File: config.mk
export PLATFORM = sky130hd
export DESIGN_NAME = counter_delta_batcher
export DESIGN_NICKNAME = d
export VERILOG_FILES = /design/src/rtl/counter_delta_batcher.sv
export SDC_FILE = /design/constraint.sdc
export NUM_CORES = 1
export LEC_CHECK = 0
export ABC_AREA = 1
export CAP_MARGIN = 20
export CORE_ASPECT_RATIO = 2
export CORE_MARGIN = 2
export CORE_UTILIZATION = 35
export CTS_BUF_LIST = sky130_fd_sc_hd__clkbuf_4 sky130_fd_sc_hd__clkbuf_8
export DETAILED_ROUTE_END_ITERATION = 6
export GPL_TIMING_DRIVEN = 0
export PLACE_DENSITY = 0.61
export RECOVER_POWER = 25
export SETUP_SLACK_MARGIN = 0.1
export SLEW_MARGIN = 20
export SYNTH_ARGS = -nofsm -noshare
export SYNTH_HDL_FRONTEND = slang
export SYNTH_SLANG_ARGS = --single-unit
File: constraint.sdc
create_clock -name clk -period 2.9 [get_ports clk]
set_input_delay 0.435 -clock clk [delete_from_list [all_inputs] [get_ports clk]]
set_output_delay 0.435 -clock clk [all_outputs]
set_load 0.005 [all_outputs]
File: src/rtl/counter_delta_batcher.sv
// counter_delta_batcher: batches per-lane inc/dec events into 0..3 deltas per cycle for the up/down counter and sequences reinit after draining.
// Optional NET_CANCEL_EN: matched inc/dec events cancel before emission.
module counter_delta_batcher #(
    parameter int LANES  = 4,
    parameter int ACC_W  = 4,
    parameter int INIT_W = 4
) (
    input  logic              clk,
    input  logic              rst,
    input  logic [LANES-1:0]  inc_evt,
    input  logic [LANES-1:0]  dec_evt,
    output logic              inc_ready,
    output logic              dec_ready,
    input  logic              reinit_req,
    input  logic [INIT_W-1:0] init_val,
    output logic              reinit_ack,
    output logic              incr_valid,
    output logic [1:0]        incr,
    output logic              decr_valid,
    output logic [1:0]        decr,
    output logic              reinit,
    output logic [INIT_W-1:0] initial_value,
    output logic              overflow,
    output logic              busy
);
    localparam int CW = ACC_W + 1;
    localparam logic [CW-1:0] LIMIT = CW'((1 << ACC_W) - 1 - LANES);

    typedef enum logic [1:0] {IDLE, DRAIN, REINIT} state_t;

    state_t              r_state, w_next;
    logic [ACC_W-1:0]    r_inc_acc, r_dec_acc;
    logic [INIT_W-1:0]   r_init_cap, r_initial;
    logic                r_incr_valid, r_decr_valid, r_reinit, r_overflow;
    logic [1:0]          r_incr, r_decr;
    logic [CW-1:0]       w_inc_total, w_dec_total, w_inc_net, w_dec_net;
    logic [1:0]          w_inc_emit, w_dec_emit;
    logic [ACC_W-1:0]    w_inc_rem, w_dec_rem;
    logic                w_ovf_set;

    function automatic logic [CW-1:0] popcnt(input logic [LANES-1:0] v);
        logic [CW-1:0] n;
        n = '0;
        for (int i = 0; i < LANES; i++)
            n = n + CW'(v[i]);
        return n;
    endfunction

    assign inc_ready = (r_state == IDLE) && ({1'b0, r_inc_acc} <= LIMIT);
    assign dec_ready = (r_state == IDLE) && ({1'b0, r_dec_acc} <= LIMIT);

    assign w_inc_total = {1'b0, r_inc_acc} + (inc_ready ? popcnt(inc_evt) : '0);
    assign w_dec_total = {1'b0, r_dec_acc} + (dec_ready ? popcnt(dec_evt) : '0);

`ifdef NET_CANCEL_EN
    // Readies are low and accumulators empty in REINIT, so cancelling there is a no-op.
    logic [CW-1:0] w_match;
    assign w_match   = (w_inc_total < w_dec_total) ? w_inc_total : w_dec_total;
    assign w_inc_net = w_inc_total - w_match;
    assign w_dec_net = w_dec_total - w_match;
`else
    assign w_inc_net = w_inc_total;
    assign w_dec_net = w_dec_total;
`endif

    assign w_inc_emit = (w_inc_net > CW'(3)) ? 2'd3 : w_inc_net[1:0];
    assign w_dec_emit = (w_dec_net > CW'(3)) ? 2'd3 : w_dec_net[1:0];
    assign w_inc_rem  = ACC_W'(w_inc_net - CW'(w_inc_emit));
    assign w_dec_rem  = ACC_W'(w_dec_net - CW'(w_dec_emit));
    assign w_ovf_set  = (|inc_evt && !inc_ready) || (|dec_evt && !dec_ready);

    always_comb begin
        w_next = r_state;
        case (r_state)
            IDLE:    w_next = reinit_req ? DRAIN : IDLE;
            DRAIN:   w_next = (r_inc_acc == '0 && r_dec_acc == '0) ? REINIT : DRAIN;
            default: w_next = IDLE;
        endcase
    end

    always_ff @(posedge clk or negedge rst) begin
        if (!rst) begin
            r_state      <= IDLE;
            r_inc_acc    <= '0;
            r_dec_acc    <= '0;
            r_init_cap   <= '0;
            r_initial    <= '0;
            r_incr_valid <= 1'b0;
            r_decr_valid <= 1'b0;
            r_incr       <= 2'd0;
            r_decr       <= 2'd0;
            r_reinit     <= 1'b0;
            r_overflow   <= 1'b0;
        end else begin
            r_state      <= w_next;
            r_inc_acc    <= w_inc_rem;
            r_dec_acc    <= w_dec_rem;
            if (r_state == IDLE && reinit_req)
                r_init_cap <= init_val;
            r_incr       <= w_inc_emit;
            r_decr       <= w_dec_emit;
            r_incr_valid <= w_inc_emit != 2'd0;
            r_decr_valid <= w_dec_emit != 2'd0;
            // Entering REINIT implies both accumulators are empty, so no delta shares the reinit cycle.
            r_reinit     <= w_next == REINIT;
            r_initial    <= (w_next == REINIT) ? r_init_cap : '0;
            r_overflow   <= w_ovf_set || (r_overflow && w_next != REINIT);
        end
    end

    assign incr_valid    = r_incr_valid;
    assign incr          = r_incr;
    assign decr_valid    = r_decr_valid;
    assign decr          = r_decr;
    assign reinit        = r_reinit;
    assign reinit_ack    = r_reinit;
    assign initial_value = r_initial;
    assign overflow      = r_overflow;
    assign busy          = (r_state != IDLE) || (r_inc_acc != '0) || (r_dec_acc != '0);
endmodule
==> Word-level counts from Yosys, hierarchy flattened <==
Index checks and enable logic that the tools add are counted.
Widths: inputs -> output; s select.
{ "totals": {"ff_bits": 26, "latchBits": 0, "ram_bits": 0, "mem_bits_ro": 0, "input_bits": 15, "output_inout_bits": 16, "n_memories": 0} }
{ "op_classes": {"addsub": 10, "n_mul": 0, "n_div": 0, "magnitude_cmp": 4, "eq_ne": 3, "n_shift": 0, "muxes": 8, "bitwise_logic": 0, "reduce_logical": 23} }
{ "ops": {"columns": ["cell", "n"], "rows": [
  ["$mux 4", 3],
  ["$add 4x4->5", 2],
  ["$gt 5x2->1 const B", 2],
  ["$add 3x1->4", 2],
  ["$le 4x4->1 const B", 2],
  ["$logic_not 4->1", 2],
  ["$reduce_bool 4->1", 2],
  ["$reduce_or 4->1", 2],
  ["$sub 4x2->4", 2],
  ["$logic_and 1x1->1", 7],
  ["$add 2x1->3", 2],
  ["$mux 2", 3],
  ["$reduce_bool 2->1", 3],
  ["$add 1x1->2", 2],
  ["$logic_or 1x1->1", 4],
  ["$pmux 2 s2", 1],
  ["$eq 2x1->1 const B", 1],
  ["$eq 2x2->1 const B", 1],
  ["$logic_not 1->1", 2],
  ["$logic_not 2->1", 1],
  ["$ne 2x2->1 const B", 1],
  ["$mux 1", 1]
]} }

==> Depth between registers and ports, before layout <==
Gate-level depths: netlist of run 1.
{ "depth": {"ltp_word": 8, "mapped_depth": 13} }

==> Worst setup path after synthesis of run 1 <==
Ideal clock, no wire load.
{ "synth_timing": {"path_kind": "input -> register", "from": "input inc_evt[0]", "to": "register r_inc_acc[2]", "setup_time_ns": 0.132, "arrival_time_ns": 2.677, "path_slack_ns": 0.091, "stages": 13, "n_path_buf": 0, "path_cell_list": "fa_1 ha_1 ha_1 inv_1 nor2_1 fa_1 xnor2_2 nand4_1 inv_2 nor2_4 inv_2 ha_1 xor2_1"} }
{ "synth_via": {"elab_chain_cells": 8} }
{ "synth_lines": {"columns": ["item", "line", "text"], "rows": [
  ["from (decl)", "10", "input logic [LANES-1:0] inc_evt,"],
  ["$add 1x1->2 (*)", "45", "n = n + CW'(v[i]);"],
  ["$add 2x1->3 (*)", "45", null],
  ["$add 3x1->4 (*)", "45", null],
  ["$mux 4 (*)", "52", "assign w_inc_total = {1'b0, r_inc_acc} + (inc_ready ? popcnt(inc_evt) : '0);"],
  ["$add 4x4->5 (*)", "52", null],
  ["$gt 5x2->1", "66", "assign w_inc_emit = (w_inc_net > CW'(3)) ? 2'd3 : w_inc_net[1:0];"],
  ["$mux 2", "66", null],
  ["$sub 4x2->4 (*)", "68", "assign w_inc_rem = ACC_W'(w_inc_net - CW'(w_inc_emit));"],
  ["net w_inc_rem[2]", "38", "logic [ACC_W-1:0] w_inc_rem, w_dec_rem;"],
  ["to (signal assigned)", "96", "r_inc_acc <= w_inc_rem;"],
  ["to (decl)", "32", "logic [ACC_W-1:0] r_inc_acc, r_dec_acc;"]
]} }
The timed path passes the listed nets; every way through them passes the cells marked *.
A chain may end at the register's enable or synchronous reset.

==> Worst setup path after layout of run 1 <==
{ "layout_timing": {"from": "input dec_evt[0]", "to": "register r_dec_acc[2]"} }
{ "layout_via": {"elab_chain_cells": 8} }
{ "layout_lines": {"columns": ["item", "line", "text"], "rows": [
  ["from (decl)", "11", "input logic [LANES-1:0] dec_evt,"],
  ["$add 1x1->2 (*)", "45", null],
  ["$add 2x1->3 (*)", "45", null],
  ["$add 3x1->4 (*)", "45", null],
  ["$mux 4 (*)", "53", "assign w_dec_total = {1'b0, r_dec_acc} + (dec_ready ? popcnt(dec_evt) : '0);"],
  ["$add 4x4->5 (*)", "53", null],
  ["$gt 5x2->1", "67", "assign w_dec_emit = (w_dec_net > CW'(3)) ? 2'd3 : w_dec_net[1:0];"],
  ["$mux 2", "67", null],
  ["$sub 4x2->4 (*)", "69", "assign w_dec_rem = ACC_W'(w_dec_net - CW'(w_dec_emit));"],
  ["net w_dec_rem[2]", "38", null],
  ["to (signal assigned)", "97", "r_dec_acc <= w_dec_rem;"],
  ["to (decl)", "32", null]
]} }
Marks and branches as above.

==> results.md, run 1 <==
- Status: completed
- Yosys reg bits: 26
- Synth Area in Compound Gates: 0.0602
- Period minus WS final: between 2 and 3 ns
- Final antenna-violating net count: 0
- Number of global-route vias before repair: around 1,200
- Register area: around 650 um2
- Post-route cell area: 1950 um2
- Die height: 93.8 um
- Total track usage: 0.135
- Netlist cell types: 19
- Die X: 48.9 um
- Commonest non-fill, non-tap cells in the layout: inv_1, dfrtp_1, clkdlybuf4s50_1
- Max-cap violations: 0
- Initial antenna violation count: 0
- Post-synthesis simple-gate area fraction: 0.163
- Core area: approximately 4000 um2
- Leakage: around 0.0010 uW
- First-pass DRT Iterations: 3
- Setup Crit Path Kind: in2reg
- CP Max Fanout: 3
- Post-Synth Adder-Cell Area: 0.181
- Startpoint Class: primary input
- Routed wire length: 2.84 mm
- CP required: 3.10 ns
- Fin nets: 227
- Syn Area/Cell: 9.42 um2
- IO Port Bufs: 30
- Area of the multi-input gates: roughly 690 um2
- Share of cells above drive strength 1: 0.202
- Setup ws final: 0.207 ns
- R2r setup slk: slightly above 0.4 ns
- Clock H-tree levels: 1
- Vias per std cell: roughly 4.6
- Mux contribution to synthesized area: 0
- Gp weighted congestion: a little under 0.8
- DRC: 0
- Worst Skew: 0.00895 ns
- Endpoints failing setup: 0
- First-pass GRT wire length: slightly below 5 mm
- Area grow syn2layout: 37.7%
- TritonCTS Sinks: 26
- Total gr overflow: 0
- Clock root cell: clkbuf_8
- Max-slew headroom: 0.0710
- Io pins: 31
- Worst-case vdd ir drop: a little over 0.9 mV
- Post-synthesis instance total: 150
- FF-to-FF Start: r_dec_acc[3]
- Antenna cell count: 0
- Vias: 1,116
- Fillers: around 370
- Placed wire-length estimate: roughly 2.2 mm
- Reg2Reg Depth: 10
- Final Max Slew Viols: 0
- Mapped cell area: between 1000 and 1500 um2
- Hold crit path type: in2async
- DP Area: 1780 um2
- Unrepaired setup endpoints after global routing: false
- Full die area: about 4600 um2
- CTS buffer count: 3
- Kind of end point of the critical path: flip-flop
- Worst R2R End: r_dec_acc[2]
- Clk_lat worst skew: around 0.28 ns
- Warnings, synthesis: 0
- Rows: 32
- 1st-iter DRT viols: 13
- Dpl ws: -0.525 ns
- CTS Buffer Depth: 2
- CTS tree: yes
- Largest net degree at the start of global routing: 27
- Post-synthesis xor/xnor area fraction: 0.0478
- Syn nets: around 180
- Largest family of logic cells by synthesized area: adder cells
- Seq/Total Area, Yosys: 0.461
- Initial Utilization: 0.364
- Final Hold Vio Count: 0
- Post-DR wirelength/cell: around 12 um
- Worst-margin pin slew: 1.39 ns
- Max Fclk: around 370 MHz
- Clock transition at path regs: about 0.090 ns
- Power density of the placed cells: 973 nW/um2
- Period Utilization, post-route: 0.928
- CP Data Arrival Time: ~2.9 ns
[cells by family (layout without fill, tap and decap cells)]
| family | count (synthesis) | count (layout) |
|---|---|---|
| buffers and inverters | 32 | 75 |
| XOR/XNOR | 6 | 6 |
| flip-flops | 26 | 26 |
| AND/OR/NAND/NOR | 55 | 55 |
| adder cells (fa/ha/maj) | 18 | 18 |
| AO/OA/AOI/OAI | 13 | 13 |
[state kept, by name, summed over array words and instances (netlist names), 2 cells and up]
name           count
r_inc_acc          4
r_dec_acc          4
incr               2
r_init_cap         4
decr               2
initial_value      4
r_state            2
[power breakdown]
part           internal, uW  leakage (uW)  switching, uW  total (uW)
logic                   488      0.000673            544        1030
registers               495      0.000303           65.4         560
clock network           185     0.0000357            116         301
total                  1170       0.00101            726        1890
[final cells by class]
type,instances,share of cell area
buffer,1,0.00386
clock buffer,3,0.0212
clock inverter,1,0.0154
inverter,31,0.0598
multi-input combinational,92,0.354
sequential,26,0.334
tap,51,0.0328
timing repair buffer,39,0.178
[per-layer routing]
layer / global-route usage / routed length (um)
met4: 0.0810 / 110
met5: 0 / 0
met2: 0.261 / 1690
met1: 0.133 / 974
met3: 0.0159 / 63
[through the flow]
stage                     total power, uW  hold slack [ns]  instances  setup TNS, ns  utilization
after floorplan                      1120            0.139        150              0            -
after global placement               1350            0.477        231          -3.66        0.458
after detailed placement             1390            0.481        231          -4.33        0.458
after CTS                            1830            0.504        242              0        0.495
after global routing                 2050            0.518        244              0        0.501
final                                1890            0.459        244              0        0.501
[timing repair]
item / 4_1_cts / 5_1_grt
pin swaps: 14 / 17
hold buffers: 0 / 0
gates resized for setup: 15 / 16
endpoints found under the setup margin: 10 / 4
setup buffers: 7 / 2
[Yosys cell counts]
| cell type | instances | area [um2] |
|---|---|---|
| a21oi_1 | 4 | 20.0 |
| a21oi_2 | 2 | 17.5 |
| buf_4 | 1 | 7.51 |
| dfrtp_1 | 26 | 651 |
| fa_1 | 4 | 80.1 |
| ha_1 | 14 | 175 |
| inv_1 | 27 | 101 |
| inv_2 | 4 | 15.0 |
| nand2_1 | 22 | 82.6 |
| nand3_1 | 9 | 45.0 |
| nand4_1 | 2 | 12.5 |
| nor2_1 | 21 | 78.8 |
| nor2_4 | 1 | 11.3 |
| o2111ai_1 | 2 | 17.5 |
| o211ai_1 | 2 | 15.0 |
| o21ai_0 | 1 | 5.00 |
| o21ai_1 | 2 | 10.0 |
| xnor2_2 | 2 | 32.5 |
| xor2_1 | 4 | 35.0 |
[critical path: stages]
cell and delay [ns]:
clkdlybuf4s15_1 0.19, fa_1 0.50, ha_2 0.26, inv_1 0.05, nor2_1 0.06, ha_2 0.22
fa_2 0.37, xnor2_2 0.21, nand4_1 0.19, nand2_2 0.15, ha_4 0.13, xor2_1 0.13
[how the worst max path moves through the flow]
stage	startpoint	end	slack, ns	cells past startpoint
global placement	dec_evt[0]	r_dec_acc[2]	-0.45	12
detailed placement	dec_evt[0]	r_dec_acc[2]	-0.52	12
floorplan	inc_evt[0]	r_inc_acc[2]	0.15	13
global route	dec_evt[0]	r_dec_acc[2]	0.1	12
CTS	inc_evt[1]	r_inc_acc[2]	0.12	14
finish	dec_evt[0]	r_dec_acc[2]	0.21	12
Note: power is estimated with default switching activity, not from simulation.
==> run 2: changes to the inputs <==
--- a/config.mk
+++ b/config.mk
@@ -12,7 +12,8 @@
 export CORE_UTILIZATION = 35
 export CTS_BUF_LIST = sky130_fd_sc_hd__clkbuf_4 sky130_fd_sc_hd__clkbuf_8
+export CTS_CLUSTER_SIZE = 30
 export DETAILED_ROUTE_END_ITERATION = 6
 export GPL_TIMING_DRIVEN = 0
-export PLACE_DENSITY = 0.61
+export PLACE_DENSITY = 0.62
 export RECOVER_POWER = 25
 export SETUP_SLACK_MARGIN = 0.1
==> constraint.sdc (replaced) <==
create_clock -name clk -period 2.9 [get_ports clk]
set_input_delay 0.435 -clock clk [delete_from_list [all_inputs] [get_ports clk]]
set_output_delay 0.435 -clock clk [all_outputs]
set_load 0.01 [all_outputs]
==> run 2 against run 1 <==
Wire length is 2.7% lower. Hold slack better by 0.0045 ns. Register-to-register slack better by 0.07 ns. Design area is 2.0% lower. Flip-flop and latch count stayed put. Worst setup slack worse by 0.0086 ns. Sequential share of layout area is 0.68 points higher. Largest cell class unchanged.
==> results.md, run 2 (synthesis results as in run 1) <==
- First-pass GRT wire length: ~5 mm
- Clock H-tree levels: 1
- Share of cells above drive strength 1: 0.190
- Worst setup path startpoint: inc_evt[0]
- Max-cap violations: 0
- CTS Buffer Depth: 2
- Hold crit path type: in2async
- Antenna cell count: 0
- Full die area: about 4600 um2
- TritonCTS Sinks: 26
- Comb power frac: 0.537
- Vias: between 1,000 and 1,500
- Power density of the placed cells: 965 nW/um2
- Clock transition at path regs: 0.09 ns
- Period Utilization, post-route: 0.931
- CP required: around 3.1 ns
- Setup TNS: 0 ns
- Final Hold Vio Count: 0
- Clk_lat worst skew: 0.27 ns
- Endpoints failing setup: 0
- CTS buffer count: 3
- Number of global-route vias before repair: approximately 1,200
- GRT met3 Usage: 0.0191
- Total gr overflow: 0
- Setup Crit Path Kind: in2reg
- Switching pwr: a little over 700 uW
- Routed wire length: around 2.8 mm
- Fillers: 393
- Post-route cell area: 1910 um2
- Worst-case vdd ir drop: 0.663 mV
- 1st-iter DRT viols: 18
- Period minus WS final: approximately 2.7 ns
- Initial antenna violation count: 0
- Final cell count without fillers: 240
- Area grow syn2layout: 35.0%
- Initial Utilization: 0.364
- CP Max Fanout: 2
- Switching power share of the total: 0.385
- Worst-margin pin slew: approximately 1.4 ns
- Internal Power: about 1100 uW
- Worst Skew: between 0.005 and 0.006 ns
- Global-route layer with the greatest usage: met2
- First-pass DRT Iterations: 4
- Max Fclk: roughly 370 MHz
- Largest net degree at the start of global routing: 27
- Status: completed
- FF-to-FF Start: r_inc_acc[3]
- Leakage: between 0.0009 and 0.001 uW
- Gp weighted congestion: ~0.76
- IO Port Bufs: 30
- Post-DR wirelength/cell: between 10 and 15 um
- CP Data Arrival Time: roughly 2.9 ns
- Dpl ws: -0.532 ns
- DP Area: ~1800 um2
- DP Cell Count: 231
- Die X: 48.9 um
- Io pins: 31
- Startpoint Class: primary input
- Final antenna-violating net count: 0
- Core area: 3880 um2
- Setup ws final: between 0.15 and 0.2 ns
- Tot Pwr: 1840 uW
- CTS tree: yes
- Total track usage: 0.136
- Fin nets: about 220
- Rows: 32
- Kind of end point of the critical path: flip-flop
- Commonest non-fill, non-tap cell in the layout: dfrtp_1
- DRC: 0
- Die height: 93.8 um
- Clk pwr share: 0.158
- Final Max Slew Viols: 0
- Sequential power share: 0.305
- # hold bufs at CTS: 0
- Clock root cell: clkbuf_8
- Commonest non-fill, non-tap cells in the layout: dfrtp_1, inv_1, clkdlybuf4s50_1
- Vias per std cell: approximately 4.6
- Unrepaired setup endpoints after global routing: true
- Placed wire-length estimate: between 2 and 2.5 mm
- Met2 Track Usage GR: 0.285
- Grt met1 use: 0.121
- Max-slew headroom: 0.0861
==> run 2: cell types whose count changed in the layout (fill, tap and decap cells not counted), moves of 2 or more <==
cell / previous run / this run
buf_2: 0 / 2
clkbuf_2: 4 / 2
ha_1: 9 / 7
ha_2: 4 / 6
nand2_1: 20 / 22
nor2_2: 0 / 2
nand2_2: 2 / 0
buf_4: 9 / 6
==> run 2: what timing repair did <==
action | CTS | global route
resized for setup | 19 | 11
endpoints found under the setup margin | 13 | 3
buffers inserted | 5 | 0
pin swaps | 13 | 12
==> run 2: final timing paths <==
check | depth (start not counted) | endpoint | slack [ns]
worst max-delay path | 14 | r_inc_acc[2] | 0.20
worst min-delay path | 1 | r_inc_acc[3] | 0.46
worst max register to register | 12 | r_inc_acc[2] | 0.48
worst min register to register | 2 | initial_value[1] | 0.50
max in group asynchronous | 1 | r_dec_acc[3] | 1.63
min in group clk | 2 | initial_value[1] | 0.50
==> run 2: power by group through the flow <==
| stage | Clock, uW | Combinational [uW] | Sequential, uW |
|---|---|---|---|
| 2_1_floorplan | 0 | 569 | 572 |
| 3_3_place_gp | 0 | 809 | 558 |
| 3_5_place_dp | 0 | 859 | 567 |
| 4_1_cts | 300 | 983 | 561 |
| 5_1_grt | 310 | 1120 | 572 |
| 6_report | 291 | 988 | 561 |
==> run 2: area by class of cell <==
| cell class | instances | area (um2) | share of cell area |
|---|---|---|---|
| well taps | 51 | 63.8 | 0.0335 |
| flip-flops and latches | 26 | 651 | 0.341 |
| multi-input cells | 92 | 687 | 0.360 |
| repair buffers | 35 | 310 | 0.163 |
| clock buffers | 3 | 41.3 | 0.0217 |
| inverters | 31 | 116 | 0.0610 |
| clock inverters | 1 | 30.0 | 0.0157 |
| plain buffers | 1 | 7.51 | 0.00394 |
==> run 2: stage by stage <==
stage | util | hold slack (ns)
finish | 0.491 | 0.464
floorplan | - | 0.139
global placement | 0.458 | 0.476
detailed placement | 0.458 | 0.482
CTS | 0.489 | 0.501
global route | 0.491 | 0.533
==> run 2: critical path: stages <==
cell and delay, ns:
buf_2 0.11, fa_1 0.55, ha_2 0.27, inv_1 0.05
nor2_1 0.04, ha_2 0.21, fa_2 0.40, xnor2_4 0.17
nand4_1 0.10, inv_2 0.07, nor2_4 0.11, inv_2 0.04
ha_2 0.17, xor2_1 0.15
==> run 2: per-layer routing <==
| metal | vias up | wire, um |
|---|---|---|
| met3 | 8 | 60 |
| met2 | 17 | 1710 |
| li1 | 544 | - |
| met1 | 545 | 921 |
| met4 | 0 | 72 |
| met5 | - | 0 |
==> run 3: changes to the inputs <==
CORE_UTILIZATION = 50   (was 35)
PLACE_DENSITY = 0.82   (was 0.62)
==> run 3 against run 2 <==
Total power up 4.3%. Utilization grew 20 points. Maximum frequency shrank 0.77%. Hold slack about the same. Critical endpoint is now r_dec_acc[2]. Largest cell class unchanged. Largest power group unchanged.
==> results.md, run 3 (synthesis results as in run 1) <==
- Status: completed
- Area of the multi-input gates: 689 um2
- Kind of end point of the critical path: flip-flop
- CP Data Arrival Time: 2.91 ns
- Gp weighted congestion: between 0.8 and 0.9
- Die X: roughly 42 um
- Hold_ws: 0.464 ns
- DP Area: about 1800 um2
- Placed wire-length estimate: between 2 and 2.5 mm
- Sequential power share: 0.292
- Switching pwr: approximately 760 uW
- Startpoint Class: primary input
- CTS tree: yes
- Crit path depth: 12
- Commonest non-fill, non-tap cell in the layout: dfrtp_1
- Clk pwr share: 0.154
- Clock root cell: clkbuf_8
- Setup TNS: 0 ns
- Final Max Slew Viols: 0
- Initial antenna violation count: 0
- Rows: 27
- Full die area: around 3300 um2
- Reg2Reg Depth: 10
- CP required: between 3 and 4 ns
- Power density of the placed cells: roughly 1000 nW/um2
- CTS Buffer Depth: 2
- Vias per std cell: ~5.2
- Switching power share of the total: 0.396
- Final antenna-violating net count: 0
- CP Max Fanout: 3
- Unrepaired setup endpoints after global routing: false
- Tot Pwr: about 1900 uW
- First-pass DRT Iterations: 4
- Share of cells above drive strength 1: 0.219
- Critical-path cell list: clkbuf_2 -> fa_1 -> ha_2 -> inv_1 -> nor2_1 -> ha_2 -> fa_2 -> xnor2_2 -> nand4_1 -> nand2_1 -> ha_2 -> xor2_1
- Largest net degree at the start of global routing: 27
- FF-to-FF Start: r_dec_acc[3]
- CTS buffer count: 3
- Period minus WS final: around 2.7 ns
- Die height: roughly 79 um
- Fillers: around 200
- CP top delay family: adder cells
- Initial Utilization: 0.516
- First-pass GRT wire length: 5.31 mm
- Worst-case vdd ir drop: around 0.73 mV
- Period Utilization, post-route: 0.939
- Max-cap violations: 0
- Register area: 651 um2
- Vias: around 1,200
- Worst R2R End: r_dec_acc[2]
- Post-route cell area: 1900 um2
- Comb power frac: 0.554
- Antenna cell count: 0
- Total track usage: 0.209
- Commonest non-fill, non-tap cells in the layout: dfrtp_1, inv_1, clkdlybuf4s50_1
- IO Port Bufs: 30
- Leakage: between 0.0009 and 0.001 uW
- Worst setup path startpoint: dec_evt[3]
- Clock H-tree levels: 1
- Number of global-route vias before repair: between 1,000 and 1,500
- Worst Skew: 0.00350 ns
- Area grow syn2layout: 34.2%
- Slowest-stage cell, CP: fa_1
- Internal Power: between 1000 and 1500 uW
- Post-DR wirelength/cell: about 14 um
- Io pins: 31
- Worst-margin pin slew: roughly 1.4 ns
- Slowest stage delay, CP: 0.55 ns
- CP Capture Point: r_dec_acc[2]
- Most used cell, CP: ha_2
- Worst Path Buf+Inv: 2
- # hold bufs at CTS: 0
- Routed wire length: roughly 3.1 mm
- Clk_lat worst skew: 0.27 ns
- R2r setup slk: roughly 0.46 ns
- TritonCTS Sinks: 26
- Setup Crit Path Kind: in2reg
- Core Util, Final: 0.693
- Clock transition at path regs: roughly 0.09 ns
- DRC: 0
- Endpoints failing setup: 0
- Max Fclk: 367 MHz
- 1st-iter DRT viols: 18
- Final Hold Vio Count: 0
- Core area: between 2000 and 3000 um2
- Total gr overflow: 0
- Fin nets: about 230
- Max-slew headroom: 0.0846
- Hold crit path type: in2async
run 3: changes by cell type in the layout (fill, tap and decap cells not counted):
| cell | change |
|---|---|
| buf_4 | +3 |
| clkdlybuf4s15_1 | -1 |
| nand2_1 | -1 |
| buf_2 | -1 |
| clkbuf_2 | +3 |
| dlygate4sd2_1 | -1 |
| nand2_2 | +1 |
run 3: cell type report:
type | instances | share of cell area
multi-input cells | 92 | 0.364
flip-flops and latches | 26 | 0.343
repair buffers | 38 | 0.171
inverters | 31 | 0.0614
clock buffers | 3 | 0.0218
well taps | 29 | 0.0191
clock inverters | 1 | 0.0158
plain buffers | 1 | 0.00396
run 3: power by group through the flow:
| stage | clock, uW | sequential (uW) | combinational [uW] |
|---|---|---|---|
| after floorplan | 0 | 572 | 569 |
| after global placement | 0 | 558 | 799 |
| after detailed placement | 0 | 568 | 863 |
| after CTS | 301 | 562 | 984 |
| after global routing | 319 | 572 | 1170 |
| final | 296 | 561 | 1060 |
run 3: how the worst min path moves through the flow:
stage / from / end / slack [ns]
after global routing: r_init_cap[0] / initial_value[0] / 0.53
after CTS: r_init_cap[3] / initial_value[3] / 0.51
after floorplan: rst / decr[0] / 0.14
after detailed placement: overflow / overflow / 0.49
final: rst / r_init_cap[2] / 0.46
after global placement: r_init_cap[0] / initial_value[0] / 0.47
run 3: per-stage QoR:
stage	setup WS [ns]	std cells
2_1_floorplan	0.153	150
4_1_cts	0.0972	218
6_report	0.178	221
5_1_grt	0.0940	221
3_3_place_gp	-0.435	209
3_5_place_dp	-0.540	209
run 3: timing repair:
action                     in CTS  in global routing
cloned                          0                  0
hold endpoints to repair        0                  0
setup endpoints to repair      14                  7
pin swaps                      11                 15
resized for setup              17                 16
buffers inserted                5                  3
run 3: metal layers:
layer | part of all wire | GRT usage
met2 | 0.61 | 0.423
met4 | 0.035 | 0.0806
met5 | 0 | 0
met1 | 0.33 | 0.192
met3 | 0.031 | 0.0386
